<file path="src/rtl/fp_pkg.sv">
// Shared FP32 types and constants for the accumulation datapath.
package fp_pkg;

  typedef logic [31:0] fp32_t;

  localparam fp32_t FP32_ZERO = 32'h0000_0000;
  localparam fp32_t FP32_ONE  = 32'h3F80_0000;
  localparam fp32_t FP32_QNAN = 32'h7FC0_0000;

  typedef enum logic [1:0] {
    IDLE  = 2'd0,
    ACCUM = 2'd1,
    DONE  = 2'd2
  } fp_accum_state_e;

endpackage

</file>
<file path="src/rtl/fp_adder.sv">
// Combinational IEEE-754 single-precision adder, round-to-nearest-even.
// Subnormal operands are handled; any NaN result is the canonical quiet NaN.
module fp_adder
  import fp_pkg::*;
(
  input  fp32_t a,
  input  fp32_t b,
  output fp32_t sum
);

  fp32_t       big, sml;
  logic [7:0]  e_big, e_sml, d;
  logic [26:0] m_big, m_sml, m_sh, norm;
  logic [27:0] mag;
  logic [4:0]  lz;
  logic [9:0]  e_n, e_r;
  logic [24:0] mant_r;
  logic        a_nan, b_nan, a_inf, b_inf, rnd_up;

  assign a_nan = (a[30:23] == 8'hFF) && (a[22:0] != 23'd0);
  assign b_nan = (b[30:23] == 8'hFF) && (b[22:0] != 23'd0);
  assign a_inf = (a[30:23] == 8'hFF) && (a[22:0] == 23'd0);
  assign b_inf = (b[30:23] == 8'hFF) && (b[22:0] == 23'd0);

  always_comb begin
    if (a[30:0] >= b[30:0]) begin
      big = a;
      sml = b;
    end else begin
      big = b;
      sml = a;
    end
    e_big = (big[30:23] == 8'd0) ? 8'd1 : big[30:23];
    e_sml = (sml[30:23] == 8'd0) ? 8'd1 : sml[30:23];
    m_big = {big[30:23] != 8'd0, big[22:0], 3'b000};
    m_sml = {sml[30:23] != 8'd0, sml[22:0], 3'b000};
    d     = e_big - e_sml;

    // Three guard bits plus a sticky LSB keep RNE exact through alignment.
    if (d >= 8'd27) m_sh = {26'd0, |m_sml};
    else m_sh = (m_sml >> d) | {26'd0, |(m_sml & ((27'd1 << d) - 27'd1))};

    if (big[31] == sml[31]) mag = {1'b0, m_big} + {1'b0, m_sh};
    else mag = {1'b0, m_big} - {1'b0, m_sh};

    lz = 5'd0;
    for (int i = 0; i < 27; i++)
      if (mag[i]) lz = 5'(26 - i);

    if (mag[27]) begin
      norm = {mag[27:2], mag[1] | mag[0]};
      e_n  = {2'b00, e_big} + 10'd1;
    end else if ({3'b000, lz} < e_big) begin
      norm = mag[26:0] << lz;
      e_n  = {2'b00, e_big} - {5'd0, lz};
    end else begin
      norm = mag[26:0] << (e_big - 8'd1);
      e_n  = 10'd0;
    end

    rnd_up = norm[2] & (norm[1] | norm[0] | norm[3]);
    mant_r = {1'b0, norm[26:3]} + {24'd0, rnd_up};
    e_r    = e_n;
    if (mant_r[24]) e_r = e_n + 10'd1;
    else if ((e_n == 10'd0) && mant_r[23]) e_r = 10'd1;

    if (a_nan || b_nan || (a_inf && b_inf && (a[31] != b[31]))) sum = FP32_QNAN;
    else if (a_inf) sum = a;
    else if (b_inf) sum = b;
    else if (mag == 28'd0) sum = {big[31] & sml[31], 31'd0};
    else if (e_r >= 10'd255) sum = {big[31], 8'hFF, 23'd0};
    else sum = {big[31], e_r[7:0], mant_r[24] ? 23'd0 : mant_r[22:0]};
  end

endmodule

</file>
<file path="src/rtl/fp_accum_ctrl.sv">
// Reduces a job of len FP32 elements to one sum through a single shared fp_adder.
// Build option FP_ACCUM_BIAS_EN seeds the accumulator from a bias port sampled with start.
//   IDLE  | waiting for start
//   ACCUM | accepting elements until cnt reaches len
//   DONE  | presenting the sum until out_ready
module fp_accum_ctrl
  import fp_pkg::*;
#(
  parameter int MAX_LEN = 64,
  parameter int LEN_W   = $clog2(MAX_LEN + 1)
) (
  input  logic             clk,
  input  logic             rst_n,
  input  logic             start,
  input  logic [LEN_W-1:0] len,
`ifdef FP_ACCUM_BIAS_EN
  input  fp32_t            bias,
`endif
  output logic             busy,
  input  logic             in_valid,
  input  fp32_t            in_data,
  output logic             in_ready,
  output logic             out_valid,
  output fp32_t            out_data,
  input  logic             out_ready
);

  fp_accum_state_e  state_q, state_d;
  fp32_t            acc_q, acc_d, add_sum, seed;
  logic [LEN_W-1:0] cnt_q, cnt_d, len_q, len_d, cnt_inc;
  logic             load_direct;

  fp_adder u_fp_adder (
    .a   (acc_q),
    .b   (in_data),
    .sum (add_sum)
  );

`ifdef FP_ACCUM_BIAS_EN
  assign seed        = bias;
  assign load_direct = 1'b0;
`else
  // First element bypasses the adder so a single-element job is bit-exact.
  assign seed        = FP32_ZERO;
  assign load_direct = (cnt_q == '0);
`endif

  assign cnt_inc = cnt_q + LEN_W'(1);

  always_comb begin
    state_d = state_q;
    acc_d   = acc_q;
    cnt_d   = cnt_q;
    len_d   = len_q;
    case (state_q)
      IDLE: begin
        if (start) begin
          len_d   = len;
          cnt_d   = '0;
          acc_d   = seed;
          state_d = (len == '0) ? DONE : ACCUM;
        end
      end
      ACCUM: begin
        if (in_valid) begin
          cnt_d = cnt_inc;
          acc_d = load_direct ? in_data : add_sum;
          if (cnt_inc == len_q) state_d = DONE;
        end
      end
      DONE: begin
        if (out_ready) state_d = IDLE;
      end
      default: state_d = IDLE;
    endcase
  end

  always_ff @(posedge clk) begin
    if (!rst_n) begin
      state_q <= IDLE;
      acc_q   <= FP32_ZERO;
      cnt_q   <= '0;
      len_q   <= '0;
    end else begin
      state_q <= state_d;
      acc_q   <= acc_d;
      cnt_q   <= cnt_d;
      len_q   <= len_d;
    end
  end

  assign busy      = (state_q == ACCUM) || (state_q == DONE);
  assign in_ready  = (state_q == ACCUM);
  assign out_valid = (state_q == DONE);
  assign out_data  = acc_q;

endmodule

</file>
<file path="config.mk">
export PLATFORM = sky130hd
export DESIGN_NAME = fp_accum_ctrl
export DESIGN_NICKNAME = d
export VERILOG_FILES = /design/src/rtl/fp_pkg.sv /design/src/rtl/fp_adder.sv /design/src/rtl/fp_accum_ctrl.sv
export SDC_FILE = /design/constraint.sdc
export NUM_CORES = 1
export LEC_CHECK = 0
export ABC_AREA = 1
export BUFFER_PORTS_ARGS = -buffer_cell sky130_fd_sc_hd__buf_4
export CAP_MARGIN = 20
export CORE_MARGIN = 3
export CORE_UTILIZATION = 60
export CTS_CLUSTER_SIZE = 8
export DETAILED_ROUTE_END_ITERATION = 6
export GPL_TIMING_DRIVEN = 0
export PLACE_DENSITY_LB_ADDON = 0.05
export SETUP_SLACK_MARGIN = 0.3
export SLEW_MARGIN = 20
export SYNTH_ARGS = -nofsm -noshare
export SYNTH_HDL_FRONTEND = slang
export SYNTH_SLANG_ARGS = --single-unit
</file>
<file path="constraint.sdc">
create_clock -name clk -period 21.7 [get_ports clk]
set_clock_uncertainty 0.1 [all_clocks]
set_input_delay 2.17 -clock clk [delete_from_list [all_inputs] [get_ports clk]]
set_output_delay 2.17 -clock clk [all_outputs]
set_load 0.05 [all_outputs]
</file>
==> flow_summary.json <==
{
  "outcome": "completed",
  "critical_path.max_fanout": 10,
  "area_growth_pct": 8.25,
  "routed_wl_mm": 56.8,
  "ys_ff_latch": 48,
  "post-dp-hpwl_mm": 46.7,
  "max_stage_delay_ns": 0.51,
  "hp-class": "reg2reg",
  "timing_hold_violations_final": 0,
  "ys_warn_count": 0,
  "end_kind": "flip-flop",
  "async_reset_ff_share_pct": 0,
  "synth_largest_area_cell": "nand2_1",
  "synth.distinct_cells": 63,
  "rrSetupSlack_ns": 4.79,
  "grt_max_degree": 16,
  "wire_per_inst_microns": 18.5,
  "drtPass1Iterations": 7,
  "fmax_mhz": 54.1,
  "min_from": "cnt_q[6]",
  "io_pins": 79,
  "yosysMostFrequentCell": "nand2_1",
  "worstSetupStartpointType": "input port",
  "synth_mux_area_share_pct": 0.0715,
  "critPathSlowestCell": "buf_1",
  "yosys.area_share.simple_pct": 52.2,
  "die_area_sq_mm": 0.0252,
  "crit_required_ns": 21.77,
  "syn-num-nets": 2814,
  "drt-initial-drc-count": 2959,
  "slew_headroom_pct": 18.7,
  "drtAntennaViolNets": 0,
  "synth_top_flop_cell": "dfxtp_1",
  "worstMarginPinSlew_ns": 1.21,
  "synth_top_cell_area_share_pct": 23.8,
  "cts_root_buf": "clkbuf_16",
  "cts_made_buffers": 5,
  "drive_gt1_share_pct": 9.38,
  "overflow": 0,
  "antenna_found_initial": 0,
  "cp-startpoint": "in_data[10]",
  "initial_core_util_pct": 61.4,
  "antennaDiodeCount": 0,
  "layout_min_cycle_time_ns": 18.47,
  "crit_top_cell": "nand2_1",
  "cts_hold_buf": 0,
  "die_h_microns": 159,
  "synth_common_cells": "nand2_1 (886), nand3_1 (343), inv_1 (296), nor2_1 (208), a21oi_1 (159)",
  "numPortBuffers": 78,
  "cap_viol_max_count": 0,
  "globalRouteTotalUtil_pct": 42.6,
  "syn_inst": 2666,
  "synth_fa_ha_area_share_pct": 9.41,
  "dieWidth_microns": 159,
  "crit_family": "simple AND/OR/NAND/NOR gates",
  "clkSinkCount": 48,
  "critPathBufInv": 20,
  "viasPerCell": 6.15,
  "ctsResizeCount": 0,
  "timing.rr.start": "out_data[25]",
  "cts.clk_slew.worst_paths_ns": 0.07,
  "clockBufferDepth": 2,
  "clk_latency_ns": 0.30,
  "rsz0062_at_grt": "no",
  "core_sq_mm": 0.0228,
  "htree_levels": 2,
  "nNetsFinal": 2899,
  "ys_top_cells_by_area": "nand2_1 (24%), nand3_1 (12%), ha_1 (9.1%), inv_1 (7.9%), dfxtp_1 (6.9%)",
  "setup_viol": 0,
  "synth_top_family_by_area": "simple AND/OR/NAND/NOR gates",
  "gp_congestion": 1.09,
  "synth_compound_area_share_pct": 15.2,
  "crit_arrival_ns": 18.54,
  "core.rowCount": 55,
  "drcViolationCount": 0,
  "grt_pass1_wl_mm": 88.5,
  "finalCritPeriodShare_pct": 85.1,
  "drv_slew": 0,
  "grt_pass1_vias": 17000,
  "syn_area_per_cell_sq_um": 5.25,
  "vias": 18900,
  "tns_ns": 0,
  "synth_edf_count": 0,
  "yosysSeqAreaShare_pct": 6.87,
  "fin_util_pct": 66.5,
  "cts_tree": "yes",
  "cts_setup_buffers": 0,
  "syn_area_sq_mm": 0.0140,
  "crit_type": "in2reg",
  "yosys.area_share.xor_xnor_pct": 3.84
}
-- path summary, 6_finish.rpt --
kind | end | depth (start not counted)
max | out_data[9] | 95
min | cnt_q[6] | 2
max reg2reg | out_data[9] | 91
min reg2reg | cnt_q[6] | 2
-- cells in the final DEF (no fill, tap or decap), drive strengths merged, types with 2 or more instances in the layout --
cell / Yosys / final
a211oi: 15 / 15
a21boi: 2 / 2
a21o: 4 / 4
a21oi: 163 / 163
a22o: 2 / 2
a22oi: 3 / 3
a31oi: 7 / 7
a32oi: 2 / 2
and2: 4 / 4
buf: 58 / 136
clkbuf: 46 / 52
clkinv: 5 / 6
dfxtp: 48 / 48
fa: 2 / 2
ha: 102 / 102
inv: 322 / 322
nand2: 919 / 919
nand3: 360 / 360
nand3b: 10 / 10
nand4: 57 / 57
nor2: 233 / 233
nor3: 42 / 42
nor4: 15 / 15
o2111ai: 4 / 4
o211ai: 12 / 12
o21a: 5 / 5
o21ai: 135 / 135
o21bai: 4 / 4
o221ai: 2 / 2
o22ai: 4 / 4
o311ai: 2 / 2
o31ai: 4 / 4
or2: 8 / 8
xnor2: 11 / 11
xor2: 46 / 46
-- worst reg2reg max path: cells and delay by family, from the launching register on --
family | cells | cell delay [ns]
compound gates | 18 | 3.41
xor+xnor | 1 | 0.22
fa+ha+maj | 6 | 1.99
buf+inv | 17 | 3.73
flops | 1 | 0.56
simple gates | 49 | 6.80
-- routing by layer --
metal | share of wire, % | global-route usage (%) | vias up | routed length [microns]
li1 | - | - | 8903 | -
met1 | 39 | 56.7 | 8325 | 22100
met2 | 41 | 65.4 | 1389 | 23400
met3 | 15 | 11.5 | 238 | 8650
met4 | 4.7 | 16.6 | 0 | 2640
met5 | 0 | 0 | - | 0
-- registers in the layout, indices dropped and copies added, names as in the netlist --
signal	flops
out_data	32
state_q	2
cnt_q	7
len_q	7
-- cell families after synthesis --
family / after synthesis
AOI/OAI and AO/OA: 374
adders and majority gates: 104
DFF: 48
buffers and inverters: 431
xor gates and xnor gates: 57
and+or+nand+nor: 1651
muxes: 1
-- per-stage QoR --
| step | instances | setup WS [ns] | hold slack, ns | cell area (sq um) |
|---|---|---|---|---|
| finish | 3065 | 3.23 | 0.405 | 15100 |
| global route | 3065 | 1.97 | 0.424 | 15100 |
| CTS | 3065 | 3.77 | 0.404 | 15100 |
| detailed placement | 3057 | 3.52 | 0.394 | 15000 |
| global placement | 3057 | 3.79 | 0.383 | 15000 |
| floorplan | 2666 | 7.10 | 0.371 | 14000 |
-- final cells by class --
class	instances	area, sq um
Sequential cell	48	961
Clock inverter	2	38.8
Multi-Input combinational cell	2187	11300
Fill cell	2292	7630
Tap cell	313	392
Clock buffer	6	139
Timing Repair Buffer	78	586
Inverter	327	1230
Buffer	104	513
Power is left out: the tool's default activity adds up to more than one toggle a clock period on the data nets, which glitch-free logic cannot reach.
